File: src/rtl/note_detector_if.sv
// Bundle of the per-frame correlation input and the published note outputs.
// The master side drives the correlation vector; the slave side (detector)
// returns the published note, its valid pulse, peak magnitude and busy flag.
interface note_detector_if;
  logic [597:0] Y_in;
  logic [3:0]   note_out;
  logic         note_valid;
  logic [45:0]  peak_out;
  logic         busy;

  modport master (
    output Y_in,
    input  note_out,
    input  note_valid,
    input  peak_out,
    input  busy
  );

  modport slave (
    input  Y_in,
    output note_out,
    output note_valid,
    output peak_out,
    output busy
  );
endinterface

File: src/rtl/note_detector.sv
// Note detector: snapshots a 13-note correlation frame whenever it changes,
// scans one note per cycle for the largest magnitude (ties keep the lower
// index), applies a presence threshold, and debounces the decision before
// publishing a new note index with a single-cycle valid pulse.
module note_detector #(
  parameter logic [45:0] THRESHOLD    = 46'd65536,
  parameter int          STABLE_COUNT = 3
) (
  input  logic            clk,
  input  logic            resetn,
  note_detector_if.slave  bus
);

  typedef enum logic [1:0] {IDLE, SCAN, DECIDE} state_t;

  localparam logic [3:0]  NO_NOTE  = 4'hF;
  localparam logic [3:0]  LAST_IDX = 4'd12;
  localparam logic [45:0] MOST_NEG = {1'b1, 45'd0};
  localparam logic [45:0] MAX_MAG  = {1'b0, {45{1'b1}}};

  state_t        state_reg;
  logic [597:0]  snapshot_reg;
  logic [3:0]    index_reg;
  logic [45:0]   max_reg;
  logic [3:0]    best_reg;
  logic [3:0]    last_cand_reg;
  logic [3:0]    count_reg;
  logic [3:0]    note_out_reg;
  logic          note_valid_reg;
  logic [45:0]   peak_reg;
  logic          busy_reg;

  logic [45:0]   note_val [13];
  logic [45:0]   cur_note;
  logic [45:0]   abs_val;
  logic [3:0]    candidate;
  logic [3:0]    count_next;

  // Unpack the captured frame into one word per note.
  generate
    for (genvar gi = 0; gi < 13; gi++) begin : g_unpack
      assign note_val[gi] = snapshot_reg[46*gi +: 46];
    end
  endgenerate

  // Select the note under scan and take its saturated magnitude.
  always_comb begin
    cur_note = '0;
    for (int k = 0; k < 13; k++) begin
      if (index_reg == 4'(k)) cur_note = note_val[k];
    end
    if (!cur_note[45])
      abs_val = cur_note;
    else if (cur_note == MOST_NEG)
      abs_val = MAX_MAG;
    else
      abs_val = ~cur_note + 46'd1;
  end

  // Threshold the frame winner and compute the debounce counter update.
  always_comb begin
    candidate = (max_reg > THRESHOLD) ? best_reg : NO_NOTE;
    if (candidate == last_cand_reg)
      count_next = (count_reg == 4'd15) ? 4'd15 : count_reg + 4'd1;
    else
      count_next = 4'd1;
  end

  // Frame FSM: capture on change, scan 13 notes, decide, back to idle.
  always_ff @(posedge clk) begin
    if (resetn) begin
      state_reg      <= IDLE;
      snapshot_reg   <= '0;
      index_reg      <= '0;
      max_reg        <= '0;
      best_reg       <= NO_NOTE;
      last_cand_reg  <= NO_NOTE;
      count_reg      <= '0;
      note_out_reg   <= NO_NOTE;
      note_valid_reg <= 1'b0;
      peak_reg       <= '0;
      busy_reg       <= 1'b0;
    end else begin
      note_valid_reg <= 1'b0;
      case (state_reg)
        IDLE: begin
          // Only the value present when idle is seen; anything that
          // changed and changed again while busy is simply skipped.
          if (bus.Y_in != snapshot_reg) begin
            snapshot_reg <= bus.Y_in;
            index_reg    <= '0;
            max_reg      <= '0;
            best_reg     <= NO_NOTE;
            busy_reg     <= 1'b1;
            state_reg    <= SCAN;
          end
        end
        SCAN: begin
          // Strict compare keeps the earliest index on equal magnitudes.
          if (abs_val > max_reg) begin
            max_reg  <= abs_val;
            best_reg <= index_reg;
          end
          if (index_reg == LAST_IDX)
            state_reg <= DECIDE;
          else
            index_reg <= index_reg + 4'd1;
        end
        DECIDE: begin
          peak_reg      <= max_reg;
          last_cand_reg <= candidate;
          count_reg     <= count_next;
          if ((count_next == 4'(STABLE_COUNT)) && (candidate != note_out_reg)) begin
            note_out_reg   <= candidate;
            note_valid_reg <= 1'b1;
          end
          busy_reg  <= 1'b0;
          state_reg <= IDLE;
        end
        default: begin
          busy_reg  <= 1'b0;
          state_reg <= IDLE;
        end
      endcase
    end
  end

  assign bus.note_out   = note_out_reg;
  assign bus.note_valid = note_valid_reg;
  assign bus.peak_out   = peak_reg;
  assign bus.busy       = busy_reg;

endmodule

File: src/flat_wrapper.sv
// flat-port wrapper written by rule: the top's interface ports become plain ports
module note_detector_flat 
#(
  parameter logic [45:0] THRESHOLD    = 46'd65536,
  parameter int          STABLE_COUNT = 3
)
  (clk, resetn, bus_Y_in, bus_note_out, bus_note_valid, bus_peak_out, bus_busy);
  note_detector_if bus_i ();
  input  logic clk;
  input  logic resetn;
  input wire logic [$bits(bus_i.Y_in)-1:0] bus_Y_in;
  output wire logic [$bits(bus_i.note_out)-1:0] bus_note_out;
  output wire logic [$bits(bus_i.note_valid)-1:0] bus_note_valid;
  output wire logic [$bits(bus_i.peak_out)-1:0] bus_peak_out;
  output wire logic [$bits(bus_i.busy)-1:0] bus_busy;
  assign bus_i.Y_in = bus_Y_in;
  assign bus_note_out = bus_i.note_out;
  assign bus_note_valid = bus_i.note_valid;
  assign bus_peak_out = bus_i.peak_out;
  assign bus_busy = bus_i.busy;
  note_detector #(.THRESHOLD(THRESHOLD), .STABLE_COUNT(STABLE_COUNT)) u_core (.clk(clk), .resetn(resetn), .bus(bus_i));
endmodule
File: config.mk
export PLATFORM = sky130hd
export DESIGN_NAME = note_detector_flat
export DESIGN_NICKNAME = d
export VERILOG_FILES = /design/src/rtl/note_detector_if.sv /design/src/rtl/note_detector.sv /design/src/flat_wrapper.sv
export SDC_FILE = /design/constraint.sdc
export NUM_CORES = 2
export LEC_CHECK = 0
export ABC_AREA = 0
export CAP_MARGIN = 10
export CORE_MARGIN = 2
export CORE_UTILIZATION = 50
export CTS_CLUSTER_SIZE = 10
export DETAILED_ROUTE_END_ITERATION = 10
export PLACE_DENSITY_LB_ADDON = 0.3
export SYNTH_ARGS = -nofsm -noshare
export SYNTH_HDL_FRONTEND = slang
export SYNTH_SLANG_ARGS = --single-unit
File: constraint.sdc
create_clock -name clk -period 6.4 [get_ports clk]
set_input_delay 1.28 -clock clk [delete_from_list [all_inputs] [get_ports clk]]
set_output_delay 1.28 -clock clk [all_outputs]
set_load 0.01 [all_outputs]
# == Word level (Yosys, flattened, before mapping) ==
# Index checks and enable logic that the tools add are counted.
# word_totals
ff_bits,714
out_inout_bits,52
elab_cells,87
# classes
add_sub_neg,3
magnitude_cmp,2
n_eq_ne,24
mux,33
bitwise,3
n_reduce_logical,11
# ops
operator,count
46-bit 2-to-1 mux,17
598-bit != test,1
46-bit one-hot mux with 2 select lines,1
"46-bit by 1-bit adder with 46-bit output, second input constant",1
"46-bit equality test, second input constant",1
"46-bit by 17-bit > comparator with 1-bit output, second input constant",1
46-bit > comparator,1
46-bit NOT,1
4-bit 2-to-1 mux,7
"4-bit equality test, second input constant",6
"4-bit by 3-bit equality test with 1-bit output, second input constant",4
4-bit one-hot mux with 2 select lines,2
"4-bit by 2-bit equality test with 1-bit output, second input constant",3
"4-bit by 1-bit adder with 4-bit output, second input constant",2
2-bit AND reduction,4
"2-bit by 1-bit != test with 1-bit output, second input constant",3
3-bit AND reduction,2
"4-bit by 1-bit equality test with 1-bit output, second input constant",1
4-bit equality test,1
4-bit logical NOT,1
2-bit 2-to-1 mux,2
4-bit != test,1
2-bit one-hot mux with 2 select lines,1
"2-bit by 1-bit equality test with 1-bit output, second input constant",1
9 further kinds,11

# == Logic depth before layout (Yosys ltp) ==
# depth
depth_word,21
ltp_mapped,34
mapped_depth_nobuf,25

# == Least setup slack after synthesis ==
# No wires, ideal clock.
# synth_path
path_type,register to register
from,register u_core.index_reg[1]
to,register u_core.max_reg[18]
arrival_time_ns,6.511
t_required_ns,6.340
path_slack_ns,-0.171
path_stages_with_launch,35
period_less_slack_ns,6.571
cell_sequence,dfxtp_1 -> inv_1 -> ha_1 -> buf_2 -> buf_6 -> buf_6 -> buf_2 -> buf_2 -> buf_2 -> nand3b_1 -> a221oi_1 -> o221ai_1 -> a21oi_1 -> inv_1 -> ha_1 -> nor2b_1 -> nand4_2 -> nor2_4 -> nand3_1 -> buf_2 -> buf_2 -> buf_2 -> nand2_1 -> ha_1 -> a21o_1 -> a21o_1 -> a2111oi_0 -> o21ai_0 -> a21oi_1 -> o311ai_0 -> o21bai_1 -> nand2_1 -> nor2_1 -> clkbuf_1 -> a22o_1
# synth_between
elab_chain_cells,21
elab_cells_between_ends,36
cone_classes,add/sub: 1; order compare: 1; eq/ne: 14; mux: 17; bitwise: 1; reduce/logical: 2
# synth_rtl
item,line,rtl
"start, declared",note_detector.sv:23,logic [3:0] index_reg;
"start signal, assigned",note_detector.sv:107,index_reg <= index_reg + 4'd1;
4-bit logical NOT,note_detector.sv:50,if (index_reg == 4'(k)) cur_note = note_val[k];
46-bit 2-to-1 mux (12 in a row),note_detector.sv:50,
46-bit 2-to-1 mux (*),note_detector.sv:50,
46-bit NOT,note_detector.sv:57,abs_val = ~cur_note + 46'd1;
46-bit by 1-bit adder with 46-bit output,note_detector.sv:57,
46-bit 2-to-1 mux,note_detector.sv:54,else if (cur_note == MOST_NEG)
46-bit 2-to-1 mux (*),note_detector.sv:52,if (!cur_note[45])
46-bit > comparator,note_detector.sv:100,if (abs_val > max_reg) begin
2-bit by 1-bit != test with 1-bit output (no source line),n/a,
3-bit AND reduction (no source line),n/a,
"end signal, assigned",note_detector.sv:101,max_reg <= abs_val;
"end, declared",note_detector.sv:24,logic [45:0] max_reg;
# Every way passes the cells marked *; elsewhere a longest branch is shown, timed or not. The select of a mux whose other input is x is not followed.
# A chain may end at the register's enable or synchronous reset.

# == Worst setup path in the final report ==
# layout_path
from,register u_core.index_reg[1]
to,register u_core.best_reg[1]
# layout_between
elab_chain_cells,21
elab_cells_between_ends,36
cone_classes,add/sub: 1; order compare: 1; eq/ne: 14; mux: 17; bitwise: 1; reduce/logical: 2
# layout_rtl
item,line,rtl
4-bit logical NOT,note_detector.sv:50,
46-bit 2-to-1 mux (13 in a row),note_detector.sv:50,
46-bit NOT,note_detector.sv:57,
46-bit by 1-bit adder with 46-bit output,note_detector.sv:57,
46-bit 2-to-1 mux,note_detector.sv:54,
46-bit 2-to-1 mux,note_detector.sv:52,
46-bit > comparator,note_detector.sv:100,
2-bit by 1-bit != test with 1-bit output (no source line),n/a,
3-bit AND reduction (no source line),n/a,
"end signal, assigned",note_detector.sv:102,best_reg <= index_reg;
"end, declared",note_detector.sv:25,logic [3:0] best_reg;
# Parallel ways exist; a longest one is shown, timed or not. The select of a mux whose other input is x is not followed.

==> results.md <==
* Status: finished, final reports clean
* Synth warnings at 0
* Routed wire length at 242000 um
* Post-synthesis sequential area ratio at 0.348
* Design area at roughly 54000 um^2
* Async set-reset flop share out of synthesis at 0
* Non-Filler Instances at roughly 6700
* Clock Path Buffers at 3
* Most common cell after layout, fill and taps aside: nor2_1
* Final Max Tran Viols at 0
* Post-synth EDFFs at 0
* CP endpoint kind: flip-flop
* Max Fclk at 161 MHz
* Rel. slew slack at 0.0275
* Avg Inst Size Synth at about 8.6 um^2
* Gr ovfl total at 0
* Multi-input logic area at 24700 um^2
* Initial Util at 0.503
* DP HPWL at between 150000 and 200000 um
* Most frequent cells in the layout: 737 x nor2_1, 712 x dfxtp_1, 650 x clkdlybuf4s50_1
* Violation count after the first detailed-route iteration at 7381
* DR pass1 iterations at 7
* DRC viols at 0
* Crit Path Max Fanout at 38
* Net Count, Synth at approximately 5400
* Die Height at between 200 and 300 um
* Post-placement cell area at 51200 um^2
* #FFs+latches synth at a little over 700
* DP Cell Count at around 6600
* Final critical-path share of the clock period at 0.969
* Max-cap violation count at 0
* Top-Level Pins at between 600 and 700
* Final GP Congestion at 1.11
* Antenna violations before repair at 39
* Core footprint at ~82000 um^2
* Share of cells above drive strength 1 at 0.104
* Netlist Area Pre-Place at 41100 um^2
* Leak at between 0.02 and 0.025 uW
* Nets@finish at 6241
* Gate count after technology mapping at ~4800
* Storage element area at approximately 14000 um^2
* Final ANT Viol Nets at 0
* Worst Hold Class: flip-flop to flip-flop
* Horiz. Die Dim at ~290 um
* Gr usage total at 0.551
* Root buf cell: clkbuf_16
* Fin crit period at 6200 ps
* H-tree Lvls at 3
* Number of global-route vias before repair at about 42000
* Num CTS Buffers at 85
* Fillers at between 6000 and 7000
* Buffers added on ports at between 600 and 700
* Global-route wire length before repair at between 300000 and 400000 um
* Arr. time, crit path at 6750 ps
* Die ar. at about 84000 um^2
* Number of flip-flops in the largest register at approximately 600
* DR WL/cell at 36.0 um
* Final Hold Vio Count at 0
* Clock Latency Late Sink at around 670 ps
* Tightest Pin Transition at 1450 ps
* Post-CTS Hold Buffers at 0
* Crit Path Category: flip-flop to flip-flop
* Utilization after layout at 0.659
* Req. time, crit path at 6950 ps
* Sinks on Clock Net at just over 700
* Vias at 45200
* Largest net degree at the start of global routing at around 180
* Rows at between 100 and 150
* Worst setup SP type: flip-flop
* CTS tree: done
* PwrDens at ~260 nW/um^2
* Clk slew on worst S/H paths at roughly 60 ps
* DR vias/cell at a little under 7
* Main synth FF type: dfxtp_1
* Area delta synth->final at 31.0%
* Setup-failing EPs final at 0
* Worst IR Drop VDD at around 290 uV
* Layout Skew at about 32 ps
* Synth cell types at 90
[power breakdown]
| group | switching (uW) | internal [uW] |
|---|---|---|
| Clock | 2040 | 2540 |
| Combinational | 2240 | 1650 |
| Sequential | 508 | 4760 |
| Total | 4790 | 8950 |
[final timing paths]
check	slack [ps]	startpoint	to	cells past startpoint
hold reg to reg	450	u_core.bus.peak_out[10]	u_core.bus.peak_out[10]	2
setup reg to reg	200	u_core.index_reg[1]	u_core.best_reg[1]	24
setup / recovery	200	u_core.index_reg[1]	u_core.best_reg[1]	24
hold / removal	450	u_core.bus.peak_out[10]	u_core.bus.peak_out[10]	2
[final cells by class]
class                           instances  share of cell area
Clock inverter                         14             0.00372
Tap cell                             1070              0.0249
Clock buffer                           99              0.0416
Sequential cell                       714               0.266
Multi-Input combinational cell       3549               0.458
Antenna cell                           28             0.00130
Timing Repair Buffer                 1043               0.191
Inverter                              196              0.0137
[critical path: stages, from the launching register on]
cell and delay, ps:
dfxtp_1 440, inv_1 150, ha_4 260, buf_12 200
nor2b_1 170, buf_4 190, a221oi_1 250, nor3_1 90
o221ai_1 520, a21oi_1 230, or3_1 420, or4_4 510
o31a_1 280, xnor2_2 210, nand2_1 90, ha_1 300
nand4_1 170, nor4_2 370, nand3_1 140, o311ai_1 290
o21bai_2 100, buf_4 190, buf_4 210, nor3_1 200
o21bai_1 90
[metal layers]
metal  wire length (um)  share of wire  global-route usage  vias to the layer above
li1                   -              -                   -                    18500
met1              87000           0.36               0.661                    21700
met2              95600           0.40               0.774                     3889
met3              33700           0.14               0.214                     1085
met4              25500           0.11               0.459                       24
met5                162        0.00067                   0                        -
[cell families (layout without fill, tap and decap cells)]
family,Yosys count,in the layout,share of synthesized area
adder cells (fa/ha/maj),52,52,0.0158
other,0,28,0
flip-flops,714,714,0.348
AND/OR/NAND/NOR,1448,1449,0.162
multiplexers,572,572,0.139
AO/OA/AOI/OAI,901,901,0.155
XOR/XNOR,575,575,0.123
buffers and inverters,524,1352,0.0574
[cell usage after synthesis (all sizes together) (40+ instances only)]
master | instances | share of area
nor4 | 127 | 0.021
mux2i | 571 | 0.14
clkbuf | 145 | 0.013
o22ai | 50 | 0.0076
nor2 | 741 | 0.068
buf | 183 | 0.026
nand4 | 94 | 0.015
o221ai | 40 | 0.0085
xor2 | 364 | 0.078
nand2 | 292 | 0.027
inv | 195 | 0.018
o21ai | 81 | 0.010
a21oi | 269 | 0.033
nand3b | 41 | 0.0081
xnor2 | 211 | 0.045
o21a | 48 | 0.0088
ha | 52 | 0.016
o2bb2ai | 48 | 0.010
dfxtp | 714 | 0.35
a221oi | 131 | 0.030
[metrics by stage]
step / hold WS [ps] / power (uW) / TNS, ps / setup slack [ps]
3_5_place_dp: 448 / 8940 / -491 / -48.9
2_1_floorplan: 445 / 6840 / 0 / 93.7
6_report: 452 / 13700 / 0 / 201
3_3_place_gp: 442 / 8900 / 0 / 42.6
4_1_cts: 455 / 13400 / 0 / 24.2
5_1_grt: 479 / 13900 / -1.43 / -1.43
[timing repair]
| action | 4_1_cts | 5_1_grt |
|---|---|---|
| resized for setup | 2 | 20 |
| gates cloned | 0 | 1 |
| setup endpoints to repair | 21 | 50 |
| setup buffers | 0 | 2 |
(Power assumes the default switching activity.)
